===== config.mk =====
export PLATFORM = sky130hd
export DESIGN_NAME = packed_word_unpacker_flat
export DESIGN_NICKNAME = d
export VERILOG_FILES = /design/src/rtl/packed_word_unpacker_if.sv /design/src/rtl/packed_word_unpacker.sv /design/src/flat_wrapper.sv
export SDC_FILE = /design/constraint.sdc
export NUM_CORES = 1
export LEC_CHECK = 0
export CAP_MARGIN = 15
export CORE_UTILIZATION = 46
export CTS_CLUSTER_SIZE = 28
export DETAILED_ROUTE_END_ITERATION = 10
export HOLD_SLACK_MARGIN = 0.15
export PLACE_DENSITY = 0.79
export REMOVE_ABC_BUFFERS = 1
export SYNTH_ARGS = -nofsm -noshare
export SYNTH_HDL_FRONTEND = slang
export SYNTH_SLANG_ARGS = --single-unit

===== constraint.sdc =====
create_clock -name clk -period 2.4 [get_ports clk]
set_clock_uncertainty 0.05 [all_clocks]
set_input_delay 0.24 -clock clk [delete_from_list [all_inputs] [get_ports clk]]
set_output_delay 0.24 -clock clk [all_outputs]
set_load 0.01 [all_outputs]

===== src/rtl/packed_word_unpacker_if.sv =====
// rtl/packed_word_unpacker_if.sv - word-in / field-out stream bundle for packed_word_unpacker
interface packed_word_unpacker_if #(
    parameter int FIELD_W = 8,
    parameter int NFIELDS = 2
);
    localparam int IDX_W = (NFIELDS <= 2) ? 1 : $clog2(NFIELDS);

    logic                       in_valid;
    logic                       in_ready;
    logic [FIELD_W*NFIELDS-1:0] in_word;
    logic                       in_lsb_first;
    logic                       out_valid;
    logic                       out_ready;
    logic [FIELD_W-1:0]         out_field;
    logic [IDX_W-1:0]           out_idx;
    logic                       out_last;

    modport master (
        output in_valid, in_word, in_lsb_first, out_ready,
        input  in_ready, out_valid, out_field, out_idx, out_last
    );

    modport slave (
        input  in_valid, in_word, in_lsb_first, out_ready,
        output in_ready, out_valid, out_field, out_idx, out_last
    );
endinterface


===== src/rtl/packed_word_unpacker.sv =====
// rtl/packed_word_unpacker.sv - splits a packed word into one field per beat, tagged with its index
module packed_word_unpacker #(
    parameter int FIELD_W = 8,
    parameter int NFIELDS = 2
) (
    input  logic                clk,
    input  logic                rst,
    packed_word_unpacker_if.slave bus,
    output logic [15:0]         words_done
);
    localparam int W     = FIELD_W * NFIELDS;
    localparam int IDX_W = (NFIELDS <= 2) ? 1 : $clog2(NFIELDS);
    localparam logic [IDX_W-1:0] LAST_N = IDX_W'(NFIELDS - 1);

    typedef enum logic {IDLE, EMIT} state_t;

    state_t           state, state_nxt;
    logic [W-1:0]     hold;
    logic             lsb;
    logic [IDX_W-1:0] n;
    logic [15:0]      done_cnt;

    logic             last;
    logic             accept;
    logic             xfer;
    logic [IDX_W-1:0] idx;
    logic [W-1:0]     shifted;

    assign last       = (n == LAST_N);
    assign accept     = bus.in_valid & bus.in_ready;
    assign xfer       = bus.out_valid & bus.out_ready;
    assign words_done = done_cnt;

    always_ff @(posedge clk) begin
        if (rst) begin
            state <= IDLE;
        end else begin
            state <= state_nxt;
        end
    end

    // Input fields are captured only on accept, so ignored inputs never reach the outputs.
    always_ff @(posedge clk) begin
        if (rst) begin
            hold     <= '0;
            lsb      <= 1'b0;
            n        <= '0;
            done_cnt <= '0;
        end else begin
            if (accept) begin
                hold <= bus.in_word;
                lsb  <= bus.in_lsb_first;
                n    <= '0;
            end else if (xfer && !last) begin
                n <= n + 1'b1;
            end
            if (xfer && last) begin
                done_cnt <= done_cnt + 16'd1;
            end
        end
    end

    always_comb begin
        state_nxt = state;
        case (state)
            IDLE: if (bus.in_valid) state_nxt = EMIT;
            EMIT: if (xfer && last && !bus.in_valid) state_nxt = IDLE;
            default: state_nxt = IDLE;
        endcase
    end

    // in_ready looks only at registered state and out_ready, never at in_valid.
    always_comb begin
        bus.out_valid = (state == EMIT);
        bus.in_ready  = (state == IDLE) || ((state == EMIT) && last && bus.out_ready);
        idx           = lsb ? (LAST_N - n) : n;
        shifted       = hold >> (int'(LAST_N - idx) * FIELD_W);
        bus.out_field = '0;
        bus.out_idx   = '0;
        bus.out_last  = 1'b0;
        if (state == EMIT) begin
            bus.out_field = shifted[FIELD_W-1:0];
            bus.out_idx   = idx;
            bus.out_last  = last;
        end
    end
endmodule


===== src/flat_wrapper.sv =====
// flat-port wrapper written by rule: the top's interface ports become plain ports
module packed_word_unpacker_flat 
#(
    parameter int FIELD_W = 8,
    parameter int NFIELDS = 2
)
  (clk, rst, words_done, bus_in_valid, bus_in_word, bus_in_lsb_first, bus_out_ready, bus_in_ready, bus_out_valid, bus_out_field, bus_out_idx, bus_out_last);
  packed_word_unpacker_if #(.FIELD_W(FIELD_W), .NFIELDS(NFIELDS)) bus_i ();
  input  logic clk;
  input  logic rst;
  output logic [15:0] words_done;
  input wire logic [$bits(bus_i.in_valid)-1:0] bus_in_valid;
  input wire logic [$bits(bus_i.in_word)-1:0] bus_in_word;
  input wire logic [$bits(bus_i.in_lsb_first)-1:0] bus_in_lsb_first;
  input wire logic [$bits(bus_i.out_ready)-1:0] bus_out_ready;
  output wire logic [$bits(bus_i.in_ready)-1:0] bus_in_ready;
  output wire logic [$bits(bus_i.out_valid)-1:0] bus_out_valid;
  output wire logic [$bits(bus_i.out_field)-1:0] bus_out_field;
  output wire logic [$bits(bus_i.out_idx)-1:0] bus_out_idx;
  output wire logic [$bits(bus_i.out_last)-1:0] bus_out_last;
  assign bus_i.in_valid = bus_in_valid;
  assign bus_i.in_word = bus_in_word;
  assign bus_i.in_lsb_first = bus_in_lsb_first;
  assign bus_i.out_ready = bus_out_ready;
  assign bus_in_ready = bus_i.in_ready;
  assign bus_out_valid = bus_i.out_valid;
  assign bus_out_field = bus_i.out_field;
  assign bus_out_idx = bus_i.out_idx;
  assign bus_out_last = bus_i.out_last;
  packed_word_unpacker #(.FIELD_W(FIELD_W), .NFIELDS(NFIELDS)) u_core (.clk(clk), .rst(rst), .bus(bus_i), .words_done(words_done));
endmodule

# --- Word level (Yosys, flattened, before mapping) ---
# Cells that the tools add are included.
word_totals:
  reg_bits: 35
  in_bits: 21
  word_cells: 29
  out_inout_bits: 28
op_classes:
  reduce_logical: 9
  n_addsub: 4
  mux: 7
  shift: 1
  bitwise: 3
ops:
  columns: ["op", "count"]
  rows:
  - ["16-bit by 32-bit right shift with 8-bit output", 1]
  - ["16-bit by 1-bit adder with 16-bit output (second input constant)", 1]
  - ["8-bit 2-to-1 mux", 1]
  - ["1-bit logical AND", 5]
  - ["1-bit 2-to-1 mux", 5]
  - ["1-bit AND", 2]
  - ["1-bit zero test", 2]
  - ["1-bit case mux with 2 select lines", 1]
  - ["2-bit OR reduction", 1]
  - ["1-bit by 1-bit subtractor with 2-bit output (first input constant)", 1]
  - ["1-bit adder (second input constant)", 1]
  - ["1-bit logical OR", 1]
  - ["1-bit NOT", 1]
  - ["1-bit subtractor (first input constant)", 1]

# --- Logic depth before layout (Yosys ltp) ---
# Gate-level depths: netlist of the first run.
logic_depth:
  depth_word: 5
  ltp_mapped: 7
  mapped_depth_nobuf: 5

# --- Least setup slack after synthesis of the first run ---
# Ideal clock, no wire load.
synth_path:
  kind: "reg2reg"
  start: "register u_core.state (netlist: u_core.bus.out_valid)"
  end: "register u_core.done_cnt[13] (netlist: u_core.words_done[13])"
  setup_ns: 0.070
  slack_ns: 0.645
  required_time_ns: 2.280
  path_stages_with_launch: 5
  path_buffers: 0
  period_less_slack_ns: 1.755
  t_arrival_ns: 1.634
  path_cell_list: "dfxtp_1 > nand4_4 > or4_4 > or3_1 > a21oi_1"
synth_via:
  elab_chain_cells: 2
synth_rtl:
  columns: ["element", "line_no", "text"]
  rows:
  - ["start, declared", "packed_word_unpacker.sv:17", "state_t state, state_nxt;"]
  - ["start signal, assigned", "packed_word_unpacker.sv:38", "state <= state_nxt;"]
  - ["1-bit AND", "packed_word_unpacker.sv:31", "assign xfer = bus.out_valid & bus.out_ready;"]
  - ["1-bit logical AND", "packed_word_unpacker.sv:57", "if (xfer && last) begin"]
  - ["end signal, assigned", "packed_word_unpacker.sv:58", "done_cnt <= done_cnt + 16'd1;"]
  - ["end, declared", "packed_word_unpacker.sv:21", "logic [15:0] done_cnt;"]
# No other way between the ends.
# A chain may end at the register's enable or synchronous reset.

# --- Final worst setup path of the first run ---
layout_path:
  start: "register u_core.n (netlist: u_core.last)"
  end: "output bus_out_field[5]"
layout_via:
  elab_chain_cells: 5
layout_rtl:
  columns: ["element", "line_no", "text"]
  rows:
  - ["start, declared", "packed_word_unpacker.sv:20", "logic [IDX_W-1:0] n;"]
  - ["start signal, assigned", "packed_word_unpacker.sv:55", "n <= n + 1'b1;"]
  - ["1-bit subtractor", "packed_word_unpacker.sv:76", "idx = lsb ? (LAST_N - n) : n;"]
  - ["1-bit 2-to-1 mux *", "packed_word_unpacker.sv:76", null]
  - ["1-bit by 1-bit subtractor with 2-bit output *", "packed_word_unpacker.sv:77", "shifted = hold >> (int'(LAST_N - idx) * FIELD_W);"]
  - ["16-bit by 32-bit right shift with 8-bit output *", "packed_word_unpacker.sv:77", null]
  - ["8-bit 2-to-1 mux *", "packed_word_unpacker.sv:81", "if (state == EMIT) begin"]
  - ["end, declared", "flat_wrapper.sv:18", "output wire logic [$bits(bus_i.out_field)-1:0] bus_out_field;"]
# Every way passes the cells marked *; elsewhere a longest branch is shown, timed or not.

==> results of run 1 <==
-- worst max path at each step --
stage | end | slack, ns | cells past startpoint
after detailed placement | u_core.words_done[15]$_SDFFE_PP0P_ | 0.18 | 5
after global placement | u_core.words_done[15]$_SDFFE_PP0P_ | 0.25 | 5
after CTS | bus_out_field[5] | 0.13 | 5
after floorplan | u_core.words_done[13]$_SDFFE_PP0P_ | 0.54 | 4
after global routing | bus_out_field[5] | 0.04 | 5
final | bus_out_field[5] | 0.19 | 5
-- power groups by stage --
stage | logic [mW] | registers [mW] | clock network (mW)
finish | 0.156 | 0.612 | 0.363
global route | 0.171 | 0.615 | 0.396
detailed placement | 0.156 | 0.625 | 0
global placement | 0.154 | 0.624 | 0
floorplan | 0.0570 | 0.627 | 0
CTS | 0.157 | 0.612 | 0.368
-- metrics by stage --
step                power, mW  setup WS (ns)  std cells  area (sq um)
floorplan               0.684          0.540        187          1520
global placement        0.778          0.255        287          2110
detailed placement      0.780          0.181        287          2110
CTS                      1.14          0.126        295          2180
global route             1.18         0.0370        295          2190
finish                   1.13          0.195        295          2190
-- area by class of cell --
cell class / instances / area share (%)
timing repair buffer: 56 / 24.7
sequential: 35 / 32.0
multi-input combinational: 150 / 37.3
clock buffer: 8 / 3.14
inverter: 2 / 0.343
tap: 44 / 2.52
-- cell families (layout without fill, tap and decap cells) --
kind of cell / after synthesis / count (layout)
and+or+nand+nor: 98 / 98
AOI/OAI and AO/OA: 37 / 37
DFF: 35 / 35
xor gates and xnor gates: 12 / 12
buffers and inverters: 12 / 66
muxes: 2 / 2
adders and majority gates: 1 / 1
-- placed cells by master (no fill, tap or decap), types with 2 or more instances in the layout --
| cell type | count |
|---|---|
| dfxtp_1 | 35 |
| nand3_1 | 3 |
| o21ai_0 | 3 |
| xor2_1 | 3 |
| clkdlybuf4s50_1 | 48 |
| xnor2_1 | 8 |
| clkbuf_4 | 5 |
| buf_4 | 8 |
| nand4_1 | 5 |
| or3_1 | 2 |
| and2_1 | 3 |
| nor4_1 | 4 |
| a21oi_1 | 23 |
| a21boi_0 | 8 |
| inv_1 | 2 |
| nor2_1 | 13 |
| clkbuf_8 | 2 |
| nor3_1 | 3 |
| nand2_1 | 58 |
-- sequential cells by signal (all words and copies together), names as in the netlist --
register / count
u_core.hold: 16
u_core.lsb: 1
u_core.bus.out_valid: 1
u_core.last: 1
u_core.words_done: 16
-- Yosys cell counts, types with 2 or more instances --
| cell type | n |
|---|---|
| nand2_1 | 58 |
| dfxtp_1 | 35 |
| a21oi_1 | 23 |
| nor2_1 | 13 |
| a21boi_0 | 8 |
| xnor2_1 | 8 |
| clkbuf_1 | 7 |
| nand4_1 | 5 |
| nor4_1 | 4 |
| xor2_1 | 4 |
| and2_1 | 3 |
| nand3_1 | 3 |
| nor3_1 | 3 |
| o21ai_0 | 3 |
| buf_1 | 2 |
| inv_1 | 2 |
| or3_1 | 2 |
-- worst register-to-register path, stage by stage (launching register included) --
cell and delay, ns:
dfxtp_1 0.42, buf_4 0.19, nand4_4 0.14, or4_4 0.60, or3_1 0.32, a21oi_1 0.15
-- repair_timing --
| action | 4_1_cts | 5_1_grt |
|---|---|---|
| setup endpoints to repair | 0 | 1 |
| resized for setup | 0 | 1 |
| hold buffers | 0 | 0 |
-- per-layer routing --
layer / track usage (%) / vias up / part of all wire (%) / wire length [microns]
li1: - / 764 / - / -
met5: 0 / - / 0 / 0
met2: 34.4 / 39 / 47 / 1580
met3: 4.11 / 6 / 4.6 / 156
met4: 7.97 / 0 / 0.94 / 32
met1: 28.3 / 672 / 48 / 1630
==> impl_metrics.tcl, run 1 <==
set metrics [dict create \
    cts_buffers 5 \
    synth_top_family_by_area "simple AND/OR/NAND/NOR gates" \
    cts_sinks 35 \
    nFillCells 279 \
    clk_pin_slew_ns 0.10 \
    cts_setup_buffers 0 \
    status "finished, final reports clean" \
    syn2layout_area_growth_pct 40.5 \
    vias 1481 \
    grt_pass1_vias 1369 \
    gp_congestion 0.817 \
    synth_compound_area_share_pct 14.0 \
    synthesis.area_sq_mm 0.00156 \
    setup_viol 0 \
    crit_buf_inv 2 \
    hold_viol 0 \
    rsz0062_at_grt "no" \
    fin_hold_ws_ns 0.385 \
    synth_seq_cells 35 \
    grt_pass1_wl_microns 5860 \
    vdd_drop_max_v 0.000357 \
    io_buffers 48 \
    clk_path_buf_depth 2 \
    clkPwrFrac_pct 32.1 \
    drt-vias-per-instance 5.02 \
    fin_crit_ns 2.21 \
    antenna_found_initial 0 \
    max_stage_delay_ns 0.56 \
    htreeDepth 2 \
    synth_cell_types 31 \
    relSlewSlack_pct 61.9 \
    p_leak_nw 0.760 \
    fin_nets 272 \
    cp_top_family "buffers and inverters" \
    wire_per_inst_microns 11.5 \
    rr_startpoint "u_core.last$_SDFFE_PP0P_" \
    arrival_ns 1.92 \
    fin_util_pct 70.0 \
    synth_largest_area_cell "dfxtp_1" \
    synthAdderAreaFrac_pct 0.803 \
    netlist.area_leader.share_pct 45.0 \
    wirelength_microns 3390 \
    hold_path.startpoint "bus_in_word[11]" \
    maxCapViolations 0 \
    drt-initial-drc-count 75 \
    holdPathStages 3 \
    dieArea_sq_mm 0.00362 \
    cp-startpoint "u_core.last$_SDFFE_PP0P_" \
    synthXorXnorAreaFrac_pct 6.75 \
    p_per_area_mw_per_mm2 517 \
    tns_ns 0 \
    grt_max_degree 23 \
    switching_share_pct 24.4 \
    p_int_uw 855 \
    whs_endpoint "u_core.hold[11]$_SDFFE_PP0P_" \
    cp.required_ns 2.11 \
    comb_power_share_pct 13.8 \
    antenna_left 0 \
    ys_seq_area_share_pct 45.0 \
    synth-edff-count 0 \
    crit_type "reg2out" \
    num_io_pins 49 \
    grt_usage_pct 21.4 \
    finalCritPeriodShare_pct 91.9 \
    worstSetupStartpointType "register" \
    drive_above_1_share_pct 9.16 \
    r2r-end "u_core.words_done[15]$_SDFFE_PP0P_" \
    initial_core_util_pct 49.8 \
    diodes 0 \
    max_freq_mhz 453 \
    power.switching_uw 275 \
    tightest_slew_ns 0.569 \
    synthSimpleGateAreaFrac_pct 29.0 \
    p_seq_share_pct 54.1 \
    cts_root_buf "clkbuf_4" \
    seq_area_sq_um 701 \
    async_flop_share_pct 0 \
    hpwl_microns 2400 \
    synth_cells 197 \
    syn_area_per_cell_sq_um 7.91 \
    min_path_type "in2reg" \
    r2r.worst_path.cells 5 \
    coreArea_sq_mm 0.00313 \
    first_pass_iters 4 \
    slowest_stage "clkdlybuf4s50_1" \
    overflow 0 \
    worstPathCellList "xor2_2 > buf_4 > nand2_1 > a21boi_0 > clkdlybuf4s50_1" \
    drc 0 \
    synth_warnings 0 \
    worst_setup_path_end_kind "primary output" \
    cts_tree "yes" \
    die_width_microns 60.2 \
    dieHeight_microns 60.2 \
    multi_input_area_sq_um 816 \
    synthTopCellsByArea "dfxtp_1, nand2_1, a21oi_1, xnor2_1, a21boi_0" \
    finalMaxSlewViolations 0 \
    cp_max_fo 5 \
    clk_latency_ns 0.33 \
    synthMuxAreaShare_pct 1.37 \
    r2r_slack_ns 0.47 \
    postSynth.topFlopCell "dfxtp_1" \
    rows 20 \
]
Power figures use the tool's default switching activity.
==> run 2, diff against run 1 <==
--- a/config.mk
+++ b/config.mk
@@ -7,6 +7,8 @@
 export LEC_CHECK = 0
 export CAP_MARGIN = 15
 export CORE_UTILIZATION = 46
+export CTS_BUF_LIST = sky130_fd_sc_hd__clkbuf_16
+export CTS_CLUSTER_DIAMETER = 40
 export CTS_CLUSTER_SIZE = 28
 export DETAILED_ROUTE_END_ITERATION = 10
 export HOLD_SLACK_MARGIN = 0.15
==> impl_metrics.tcl, run 2 (synthesis results as in run 1) <==
set metrics [dict create \
    dieArea_sq_mm 0.00362 \
    cts.repair.resized 0 \
    layout_commonest_cell "nand2_1" \
    initial_core_util_pct 49.8 \
    final_cells 295 \
    holdPathStages 2 \
    cts_setup_buffers 0 \
    nFillCells 272 \
    top_usage_layer "met2" \
    wirelength_microns 3520 \
    maxCapViolations 0 \
    dpl_cell_area_sq_mm 0.00211 \
    p_leak_nw 0.792 \
    vdd_drop_max_v 0.000420 \
    gp_congestion 0.817 \
    vias 1502 \
    num_io_pins 49 \
    final_cell_mix "nand2_1, clkdlybuf4s50_1, dfxtp_1" \
    antenna_left 0 \
    r2r.worst_path.cells 5 \
    grt_util_met2_pct 35.0 \
    dieHeight_microns 60.2 \
    arrival_ns 1.90 \
    worstSetupStartpointType "register" \
    drc 0 \
    multi_input_area_sq_um 808 \
    rows 20 \
    hold_viol 0 \
    drt-vias-per-instance 5.09 \
    clk_pin_slew_ns 0.05 \
    status "finished, final reports clean" \
    stdcell_area_sq_mm 0.00225 \
    setup_viol 0 \
    tightest_slew_ns 0.587 \
    cp_max_fo 5 \
    cts_tree "yes" \
    grt_pass1_vias 1403 \
    min_path_type "reg2reg" \
    fin_crit_ns 2.19 \
    die_width_microns 60.2 \
    drt-initial-drc-count 61 \
    overflow 0 \
    p_int_mw 1.06 \
    worst_setup_path_end_kind "primary output" \
    clk_path_buf_depth 2 \
    use_met3_pct 4.98 \
    relSlewSlack_pct 60.7 \
    switching_share_pct 22.5 \
    tns_ns 0 \
    seq_area_sq_um 701 \
    htreeDepth 2 \
    dp_cells 287 \
    wire_per_inst_microns 11.9 \
    finalMaxSlewViolations 0 \
    diodes 0 \
    power.switching_uw 307 \
    cp.required_ns 2.11 \
    grt_pass1_wl_microns 6040 \
    cts_hold_buffers 0 \
    grt_usage_pct 22.5 \
    use_met1_pct 29.3 \
    io_buffers 48 \
    antenna_found_initial 0 \
    fin_nets 272 \
    drive_above_1_share_pct 7.97 \
    hpwl_microns 2400 \
    cts_sinks 35 \
    syn2layout_area_growth_pct 44.3 \
    clkPwrFrac_pct 43.6 \
    coreArea_sq_mm 0.00313 \
    comb_power_share_pct 11.4 \
    first_pass_iters 4 \
    max_freq_mhz 457 \
    clk_latency_ns 0.27 \
    crit_type "reg2out" \
    finalCritPeriodShare_pct 91.2 \
    cts_buffers 5 \
    cts_root_buf "clkbuf_16" \
    p_per_area_mw_per_mm2 606 \
    rsz0062_at_grt "no" \
    fin_util_pct 71.9 \
    p_seq_share_pct 45.0 \
    grt_max_degree 23 \
]
## run 2: area by class of cell
class | instances | share of cell area (%)
inverter | 2 | 0.334
sequential | 35 | 31.2
tap | 44 | 2.45
timing repair buffer | 56 | 24.0
clock inverter | 3 | 0.501
multi-input combinational | 150 | 35.9
clock buffer | 5 | 5.56
## run 2: per-stage QoR
step                      hold WS (ns)  worst slack (ns)  total power, mW
final                            0.403             0.212             1.36
after global routing             0.421             0.127             1.42
after CTS                        0.404             0.175             1.38
after detailed placement         0.397             0.181            0.780
after global placement           0.395             0.255            0.778
after floorplan                  0.259             0.540            0.684
## run 2: path summary, 6_finish.rpt
check                                                 start                            endpoint  slack (ns)
worst min register to register  u_core.hold[9]$_SDFFE_PP0P_         u_core.hold[9]$_SDFFE_PP0P_        0.40
worst max-delay path                u_core.lsb$_SDFFE_PP0P_                    bus_out_field[1]        0.21
worst max register to register     u_core.last$_SDFFE_PP0P_  u_core.words_done[15]$_SDFFE_PP0P_        0.51
worst min-delay path            u_core.hold[9]$_SDFFE_PP0P_         u_core.hold[9]$_SDFFE_PP0P_        0.40
## run 2: layer usage
layer / part of all wire (%) / up-vias
met4: 2.3 / 0
met1: 47 / 686
li1: - / 768
met3: 3.9 / 11
met5: 0 / -
met2: 46 / 37
## run 2: power by group through the flow
stage                     Sequential, mW  Combinational (mW)  Clock, mW
after floorplan                    0.627              0.0570          0
after CTS                          0.613               0.157      0.605
after detailed placement           0.625               0.156          0
final                              0.614               0.156      0.594
after global routing               0.615               0.171      0.633
after global placement             0.624               0.154          0
## run 2: critical path, stage by stage, from the launching register on
cell and delay, ns:
dfxtp_1 0.39, xor2_1 0.24, buf_4 0.18, nand2_1 0.05, a21boi_0 0.19, clkdlybuf4s50_1 0.57
